`src/rtl/mem_pkg.sv`:
```
// Shared definitions for the memory-stage load/store unit: funct3 encodings,
// access-size decode and the bus FSM state type.
package mem_pkg;

    localparam logic [2:0] LdLb  = 3'b000;
    localparam logic [2:0] LdLh  = 3'b001;
    localparam logic [2:0] LdLw  = 3'b010;
    localparam logic [2:0] LdLd  = 3'b011;
    localparam logic [2:0] LdLbu = 3'b100;
    localparam logic [2:0] LdLhu = 3'b101;
    localparam logic [2:0] LdLwu = 3'b110;
    localparam logic [2:0] LdBad = 3'b111;

    localparam logic [2:0] StSb  = 3'b000;
    localparam logic [2:0] StSh  = 3'b001;
    localparam logic [2:0] StSw  = 3'b010;
    localparam logic [2:0] StSd  = 3'b011;

    typedef enum logic [1:0] {
        MA_IDLE,
        MA_REQ,
        MA_RESP,
        MA_DONE
    } ma_state_e;

    // Access size in bytes for funct3[1:0].
    function automatic logic [3:0] size_bytes(input logic [1:0] sz);
        logic [3:0] n;
        unique case (sz)
            2'b00:   n = 4'd1;
            2'b01:   n = 4'd2;
            2'b10:   n = 4'd4;
            default: n = 4'd8;
        endcase
        return n;
    endfunction

    // Byte-lane mask of an access of this size at lane 0.
    function automatic logic [7:0] size_mask(input logic [1:0] sz);
        logic [7:0] m;
        unique case (sz)
            2'b00:   m = 8'h01;
            2'b01:   m = 8'h03;
            2'b10:   m = 8'h0F;
            default: m = 8'hFF;
        endcase
        return m;
    endfunction

endpackage

```
`src/rtl/mem_access_unit_if.sv`:
```
// Data-memory request/grant/response bus; the load/store unit is the master.
interface mem_access_unit_if #(
    parameter int unsigned ADDR_W = 64
) ();

    logic              dmem_req;
    logic              dmem_we;
    logic [ADDR_W-1:0] dmem_addr;
    logic [63:0]       dmem_wdata;
    logic [7:0]        dmem_be;
    logic              dmem_gnt;
    logic              dmem_rvalid;
    logic [63:0]       dmem_rdata;

    modport master (
        output dmem_req,
        output dmem_we,
        output dmem_addr,
        output dmem_wdata,
        output dmem_be,
        input  dmem_gnt,
        input  dmem_rvalid,
        input  dmem_rdata
    );

    modport slave (
        input  dmem_req,
        input  dmem_we,
        input  dmem_addr,
        input  dmem_wdata,
        input  dmem_be,
        output dmem_gnt,
        output dmem_rvalid,
        output dmem_rdata
    );

endinterface

```
`src/rtl/mem_lane_align.sv`:
```
// Combinational lane handling: store shift and byte enables, alignment check,
// and load extraction with sign/zero extension.
module mem_lane_align
    import mem_pkg::*;
(
    input  logic [2:0]  st_off_i,
    input  logic [2:0]  st_funct3_i,
    input  logic [63:0] st_data_i,
    input  logic        st_is_load_i,
    output logic [63:0] st_wdata_o,
    output logic [7:0]  st_be_o,
    output logic        aligned_o,
    input  logic [2:0]  ld_off_i,
    input  logic [2:0]  ld_funct3_i,
    input  logic [63:0] ld_rdata_i,
    output logic [63:0] ld_data_o
);

    logic [3:0]  sz_m1;
    logic [63:0] ld_shifted;
    logic        ld_signed;

    assign sz_m1      = size_bytes(st_funct3_i[1:0]) - 4'd1;
    assign aligned_o  = (st_off_i & sz_m1[2:0]) == 3'b000;
    assign st_be_o    = size_mask(st_funct3_i[1:0]) << st_off_i;
    // Loads put no data on the bus; only the lane mask is meaningful.
    assign st_wdata_o = st_is_load_i ? 64'd0 : (st_data_i << {st_off_i, 3'b000});

    assign ld_shifted = ld_rdata_i >> {ld_off_i, 3'b000};
    assign ld_signed  = ~ld_funct3_i[2];

    always_comb begin
        ld_data_o = 64'd0;
        unique case (ld_funct3_i[1:0])
            2'b00: ld_data_o = {{56{ld_signed & ld_shifted[7]}}, ld_shifted[7:0]};
            2'b01: ld_data_o = {{48{ld_signed & ld_shifted[15]}}, ld_shifted[15:0]};
            2'b10: ld_data_o = {{32{ld_signed & ld_shifted[31]}}, ld_shifted[31:0]};
            default: ld_data_o = ld_shifted;
        endcase
    end

endmodule

```
`src/rtl/mem_access_unit.sv`:
```
// Memory-stage load/store unit: turns MEM-stage load/store strobes into one
// request/grant/response transaction and stalls the pipeline meanwhile.
module mem_access_unit
    import mem_pkg::*;
#(
    parameter int unsigned ADDR_W = 64
) (
    input  logic               clk,
    input  logic               rst,
    input  logic               MEM_MemRead,
    input  logic               MEM_MemWrite,
    input  logic [63:0]        MEM_ALUresult,
    input  logic [63:0]        MEM_RegData2,
    input  logic [2:0]         MEM_funct3,
    mem_access_unit_if.master  dmem,
    output logic [63:0]        MEM_ReadData,
    output logic               mem_stall,
    output logic               mem_err
);

    ma_state_e         state_q, state_d;
    logic              req_q, req_d;
    logic              we_q, we_d;
    logic [ADDR_W-1:0] addr_q, addr_d;
    logic [63:0]       wdata_q, wdata_d;
    logic [7:0]        be_q, be_d;
    logic [2:0]        off_q, off_d;
    logic [2:0]        f3_q, f3_d;
    logic [63:0]       rdata_q, rdata_d;
    logic              err_q, err_d;

    logic              access;
    logic              legal;
    logic              f3_ok;
    logic              aligned;
    logic [63:0]       st_wdata;
    logic [7:0]        st_be;
    logic [63:0]       ld_data;

    mem_lane_align u_lane_align (
        .st_off_i     (MEM_ALUresult[2:0]),
        .st_funct3_i  (MEM_funct3),
        .st_data_i    (MEM_RegData2),
        .st_is_load_i (MEM_MemRead),
        .st_wdata_o   (st_wdata),
        .st_be_o      (st_be),
        .aligned_o    (aligned),
        .ld_off_i     (off_q),
        .ld_funct3_i  (f3_q),
        .ld_rdata_i   (dmem.dmem_rdata),
        .ld_data_o    (ld_data)
    );

    assign access = MEM_MemRead | MEM_MemWrite;
    assign f3_ok  = MEM_MemWrite ? ~MEM_funct3[2] : (MEM_funct3 != LdBad);
    assign legal  = (MEM_MemRead ^ MEM_MemWrite) & f3_ok & aligned;

    always_comb begin
        state_d   = state_q;
        req_d     = req_q;
        we_d      = we_q;
        addr_d    = addr_q;
        wdata_d   = wdata_q;
        be_d      = be_q;
        off_d     = off_q;
        f3_d      = f3_q;
        rdata_d   = rdata_q;
        err_d     = 1'b0;
        mem_stall = 1'b0;

        unique case (state_q)
            MA_IDLE: begin
                if (access) begin
                    if (legal) begin
                        mem_stall = 1'b1;
                        state_d   = MA_REQ;
                        req_d     = 1'b1;
                        we_d      = MEM_MemWrite;
                        addr_d    = {MEM_ALUresult[ADDR_W-1:3], 3'b000};
                        wdata_d   = st_wdata;
                        be_d      = st_be;
                        off_d     = MEM_ALUresult[2:0];
                        f3_d      = MEM_funct3;
                    end else begin
                        err_d = 1'b1;
                    end
                end
            end
            MA_REQ: begin
                mem_stall = 1'b1;
                if (dmem.dmem_gnt) begin
                    req_d   = 1'b0;
                    state_d = we_q ? MA_DONE : MA_RESP;
                end
            end
            MA_RESP: begin
                mem_stall = 1'b1;
                if (dmem.dmem_rvalid) begin
                    rdata_d = ld_data;
                    state_d = MA_DONE;
                end
            end
            // Single dead cycle so the still-presented instruction is not re-issued.
            MA_DONE: state_d = MA_IDLE;
            default: state_d = MA_IDLE;
        endcase
    end

    always_ff @(posedge clk) begin
        if (rst) begin
            state_q <= MA_IDLE;
            req_q   <= 1'b0;
            we_q    <= 1'b0;
            addr_q  <= '0;
            wdata_q <= 64'd0;
            be_q    <= 8'd0;
            off_q   <= 3'd0;
            f3_q    <= 3'd0;
            rdata_q <= 64'd0;
            err_q   <= 1'b0;
        end else begin
            state_q <= state_d;
            req_q   <= req_d;
            we_q    <= we_d;
            addr_q  <= addr_d;
            wdata_q <= wdata_d;
            be_q    <= be_d;
            off_q   <= off_d;
            f3_q    <= f3_d;
            rdata_q <= rdata_d;
            err_q   <= err_d;
        end
    end

    assign dmem.dmem_req   = req_q;
    assign dmem.dmem_we    = we_q;
    assign dmem.dmem_addr  = addr_q;
    assign dmem.dmem_wdata = wdata_q;
    assign dmem.dmem_be    = be_q;
    assign MEM_ReadData    = rdata_q;
    assign mem_err         = err_q;

endmodule

```
`src/flat_wrapper.sv`:
```
// flat-port wrapper written by rule: the top's interface ports become plain ports
module mem_access_unit_flat import mem_pkg::*;
#(
    parameter int unsigned ADDR_W = 64
)
  (clk, rst, MEM_MemRead, MEM_MemWrite, MEM_ALUresult, MEM_RegData2, MEM_funct3, MEM_ReadData, mem_stall, mem_err, dmem_dmem_req, dmem_dmem_we, dmem_dmem_addr, dmem_dmem_wdata, dmem_dmem_be, dmem_dmem_gnt, dmem_dmem_rvalid, dmem_dmem_rdata);
  mem_access_unit_if #(.ADDR_W(ADDR_W)) dmem_i ();
  input  logic clk;
  input  logic rst;
  input  logic MEM_MemRead;
  input  logic MEM_MemWrite;
  input  logic [63:0] MEM_ALUresult;
  input  logic [63:0] MEM_RegData2;
  input  logic [2:0] MEM_funct3;
  output logic [63:0] MEM_ReadData;
  output logic mem_stall;
  output logic mem_err;
  output wire logic [$bits(dmem_i.dmem_req)-1:0] dmem_dmem_req;
  output wire logic [$bits(dmem_i.dmem_we)-1:0] dmem_dmem_we;
  output wire logic [$bits(dmem_i.dmem_addr)-1:0] dmem_dmem_addr;
  output wire logic [$bits(dmem_i.dmem_wdata)-1:0] dmem_dmem_wdata;
  output wire logic [$bits(dmem_i.dmem_be)-1:0] dmem_dmem_be;
  input wire logic [$bits(dmem_i.dmem_gnt)-1:0] dmem_dmem_gnt;
  input wire logic [$bits(dmem_i.dmem_rvalid)-1:0] dmem_dmem_rvalid;
  input wire logic [$bits(dmem_i.dmem_rdata)-1:0] dmem_dmem_rdata;
  assign dmem_dmem_req = dmem_i.dmem_req;
  assign dmem_dmem_we = dmem_i.dmem_we;
  assign dmem_dmem_addr = dmem_i.dmem_addr;
  assign dmem_dmem_wdata = dmem_i.dmem_wdata;
  assign dmem_dmem_be = dmem_i.dmem_be;
  assign dmem_i.dmem_gnt = dmem_dmem_gnt;
  assign dmem_i.dmem_rvalid = dmem_dmem_rvalid;
  assign dmem_i.dmem_rdata = dmem_dmem_rdata;
  mem_access_unit #(.ADDR_W(ADDR_W)) u_core (.clk(clk), .rst(rst), .MEM_MemRead(MEM_MemRead), .MEM_MemWrite(MEM_MemWrite), .MEM_ALUresult(MEM_ALUresult), .MEM_RegData2(MEM_RegData2), .MEM_funct3(MEM_funct3), .dmem(dmem_i), .MEM_ReadData(MEM_ReadData), .mem_stall(mem_stall), .mem_err(mem_err));
endmodule
```
`config.mk`:
```
export PLATFORM = sky130hd
export DESIGN_NAME = mem_access_unit_flat
export DESIGN_NICKNAME = d
export VERILOG_FILES = /design/src/rtl/mem_pkg.sv /design/src/rtl/mem_access_unit_if.sv /design/src/rtl/mem_lane_align.sv /design/src/rtl/mem_access_unit.sv /design/src/flat_wrapper.sv
export SDC_FILE = /design/constraint.sdc
export NUM_CORES = 1
export LEC_CHECK = 0
export ABC_AREA = 0
export BUFFER_PORTS_ARGS = -buffer_cell sky130_fd_sc_hd__clkbuf_2
export CAP_MARGIN = 10
export CORE_AREA = 2 2 157 159
export CTS_BUF_LIST = sky130_fd_sc_hd__clkbuf_8
export CTS_CLUSTER_DIAMETER = 120
export CTS_CLUSTER_SIZE = 14
export DETAILED_ROUTE_END_ITERATION = 7
export DIE_AREA = 0 0 159 161
export PLACE_DENSITY = 0.72
export REMOVE_ABC_BUFFERS = 1
export SLEW_MARGIN = 0
export SYNTH_ARGS = -nofsm -noshare
export SYNTH_HDL_FRONTEND = slang
export SYNTH_SLANG_ARGS = --single-unit
export TNS_END_PERCENT = 20
```
`constraint.sdc`:
```
create_clock -name clk -period 3.3 [get_ports clk]
set_input_delay 0.495 -clock clk [delete_from_list [all_inputs] [get_ports clk]]
set_output_delay 0.495 -clock clk [all_outputs]
set_load 0.02 [all_outputs]
```
==> out/results.ini <==
[status]
result_of_the_run = finished clean

[synth]
postSynthAreaPerCell_um2 = 8.370
synth-simple-area-share_pct = 16.93
post_synthesis_register_bit_count = 208
proportion_of_synthesized_area_in_mux_cells_pct = 18.08
synth_top_family_by_area = compound AO/OA/AOI/OAI gates
post_synth_edffs = 0
ys.flop_type = dfxtp_1
synth-adder-area-share_pct = 0.7101
synth_compound_area_share_pct = 19.58
synth_area_leaders = dfxtp_1, mux2i_1, nand2_1, a21oi_1, mux4_2
netlist_area_mm2 = 0.01057
postSynthCellCount = 1263
yosys.area_share.xor_xnor_pct = 0
asyncSetResetFlopFracSynth_pct = 0
synthDominantCellAreaShare_pct = 39.39
ys_types = 56
ys.warnings.count = 0
synth_largest_area_cell = dfxtp_1
synth-seq-area-share_pct = 39.39

[clock_tree]
clockBufferDepth = 3
clkSinkCount = 208
cts_inserted_buffers = 18
postCtsSetupRepairBufs = 0
cts.htree.levels = 1
clock_insertion_delay_worst_skew_ps = 520
cts_tree = done
post_cts.resized_instances = 0
clock_slew_at_reported_path_ffs_ps = 100
clock-root-buffer = clkbuf_8
hold_buffers_post_cts = 0

[power_and_ir_drop]
power.density_cell_area_mw_per_mm2 = 469.3
switching_power_uw = 2162
seq_power_share_pct = 47.1
proportion_of_power_drawn_by_combinational_gates_pct = 30.0
total_power_uw = 6123
power.share.switching_pct = 35.32
vdd_ir_drop_max_v = 0.0002541
power_frac_clock_pct = 22.8
p_int_uw = 3961
cellLeakagePower_uw = 0.005547

[layout]
area.growth.synth_to_final_pct = 23.44
nNetsFinal = 1804
finalInstanceArea_mm2 = 0.01305
ratio_of_cells_with_drive_above_1_in_the_final_layout_pct = 32.31

[flow_run]
drv.max_cap_violation_count = 0

[drt]
routed_wire_length_per_instance_um = 18.79
vias_per_cell = 5.613
routed-via-count = 10790
post-route-drc-count = 0
postRouteAntennaNets = 0
drtPass1Iterations = 5
routed_wirelength_um = 36120
drt_iter0_markers = 762

[place]
place.gp.congestion = 0.9346
placed_cell_area_mm2 = 0.01277
io_buffers = 401
hpwl_dp_um = 26110

[floorplanning]
core.rowCount = 57
die_y_um = 161
io-pin-count = 405
die_w_um = 159
die_area_mm2 = 0.02560
initial_utilization_pct = 44.12
coreArea_mm2 = 0.02396

[sta]
fmaxAchievable_ghz = 0.3629
setup_viol_count_final = 0
final-hold-violation-count = 0
post-route-period-util_pct = 83.49
report.final.slew_viol_count = 0
rsz0062_at_grt = false
post-route-min-period_ps = 2755
final.setup_skew_ps = 34.94
max_slew_margin_pct = 30.89
worst_slew_pin_tran_ps = 1034
setup_tns_ps = 0

[global_routing]
gr-total-overflow = 0
grt_pass1_vias = 10340
grt_start_max_net_pins = 100
total_routing_resource_utilization_after_global_routing_pct = 26.88
grt_pass1_wl_um = 56190
grt_antenna_before_repair = 1

[setup_path]
end_kind = output pin
critPathKind = reg -> out
timing.critical_path.from_type = register
cp.required_ps = 2800
cp_data_arrival_time_ps = 2260
worstPathMaxFanout = 18

[hold_path]
min_path_type = in -> reg

[power by group through the flow]
stage	sequential (uW)	combinational (uW)	clock (uW)
finish	2890	1840	1400
global route	2920	1990	1530
detailed placement	2940	1830	0
CTS	2890	1840	1430
global placement	2930	1810	0
floorplan	3200	818	0
[cell usage in the layout (no fill, tap or decap), types with 13 or more instances in the layout]
master     count
dfxtp_1      206
nand2_1      243
buf_4         30
nor3_1        21
a211oi_1      13
a21oi_1      178
clkbuf_2     398
nor2_1        63
nor2b_1       14
nand3_1       27
mux2_2        27
mux4_2        22
o21ai_0       70
o2bb2ai_1     23
mux2i_1      110
clkbuf_8      20
[critical path, stage by stage (launching register included)]
cell and delay (ps):
dfxtp_1 340, inv_1 140, ha_1 280, inv_1 130, nor3_4 270, buf_4 260, nor2_1 60, nor2_1 80
clkbuf_2 170
[cell usage after synthesis (all sizes together) (2+ instances only)]
cell and count:
clkbuf 65, nor2b 14, o2bb2ai 23, a311oi 7
nand3b 4, a21oi 179, o31ai 2, mux4 22
ha 6, mux2 28, or3 11, and2 2
nor3 23, nor4 2, o21ai 70, a221oi 9
nand2b 12, buf 54, dfxtp 208, a211o 6
or2 2, a211oi 13, nor2 65, mux2i 110
nand2 243, nand3 27, inv 10, o22ai 10
o211ai 4, a2bb2oi 7, nor4b 3, a32oi 7
[per-layer routing]
layer | share of wire, % | wire length, um | vias up | track usage, %
met4 | 3.0 | 1092 | 0 | 9.174
li1 | - | - | 5123 | -
met3 | 8.5 | 3088 | 80 | 6.394
met2 | 49 | 17810 | 499 | 47.53
met1 | 39 | 14120 | 5086 | 32.13
met5 | 0 | 0 | - | 0
[stage by stage]
stage / setup WS, ps / hold WS [ps] / util, % / std cells
6_report: 544.7 / 208.4 / 54.45 / 1922
5_1_grt: 327.4 / 176.9 / 54.45 / 1922
4_1_cts: 511.1 / 183.3 / 54.44 / 1921
3_5_place_dp: 693.6 / 445.4 / 53.29 / 1901
3_3_place_gp: 782.0 / 438.1 / 53.29 / 1901
2_1_floorplan: -2364 / 451.6 / - / 1146
[final timing paths]
check	startpoint	end	slack (ps)	cells after the start
hold / removal	MEM_ALUresult[59]	u_core.dmem.dmem_addr[59]$_SDFFE_PP0P_	210	3
setup reg to reg	u_core.f3_q[1]$_SDFFE_PP0P_	u_core.MEM_ReadData[47]$_SDFFE_PP0P_	650	5
setup / recovery	u_core.state_q[0]$_SDFFE_PP0P_	mem_stall	540	8
hold reg to reg	u_core.dmem.dmem_wdata[28]$_SDFFE_PP0P_	u_core.dmem.dmem_wdata[28]$_SDFFE_PP0P_	460	2
[cell families after synthesis]
group                      Yosys count
and+or+nand+nor                    413
AOI/OAI and AO/OA                  346
DFF                                208
muxes                              160
buffers and inverters              129
adders and majority gates            6
other                                1
[final cells by class]
cell class	count	area (um^2)
multi-input cells	928	5884
clock buffers	20	275.3
inverters	10	37.54
well taps	324	405.4
flip-flops and latches	208	4167
repair buffers	431	2277
fillers	2318	10910
diodes	1	2.502
[state kept, by name, indices dropped and copies added, names as in the netlist, 2 cells and up]
| name | count |
|---|---|
| u_core.off_q | 3 |
| u_core.dmem.dmem_addr | 61 |
| u_core.state_q | 2 |
| u_core.dmem.dmem_wdata | 64 |
| u_core.MEM_ReadData | 64 |
| u_core.f3_q | 3 |
| u_core.dmem.dmem_be | 8 |
(Power assumes the default switching activity.)
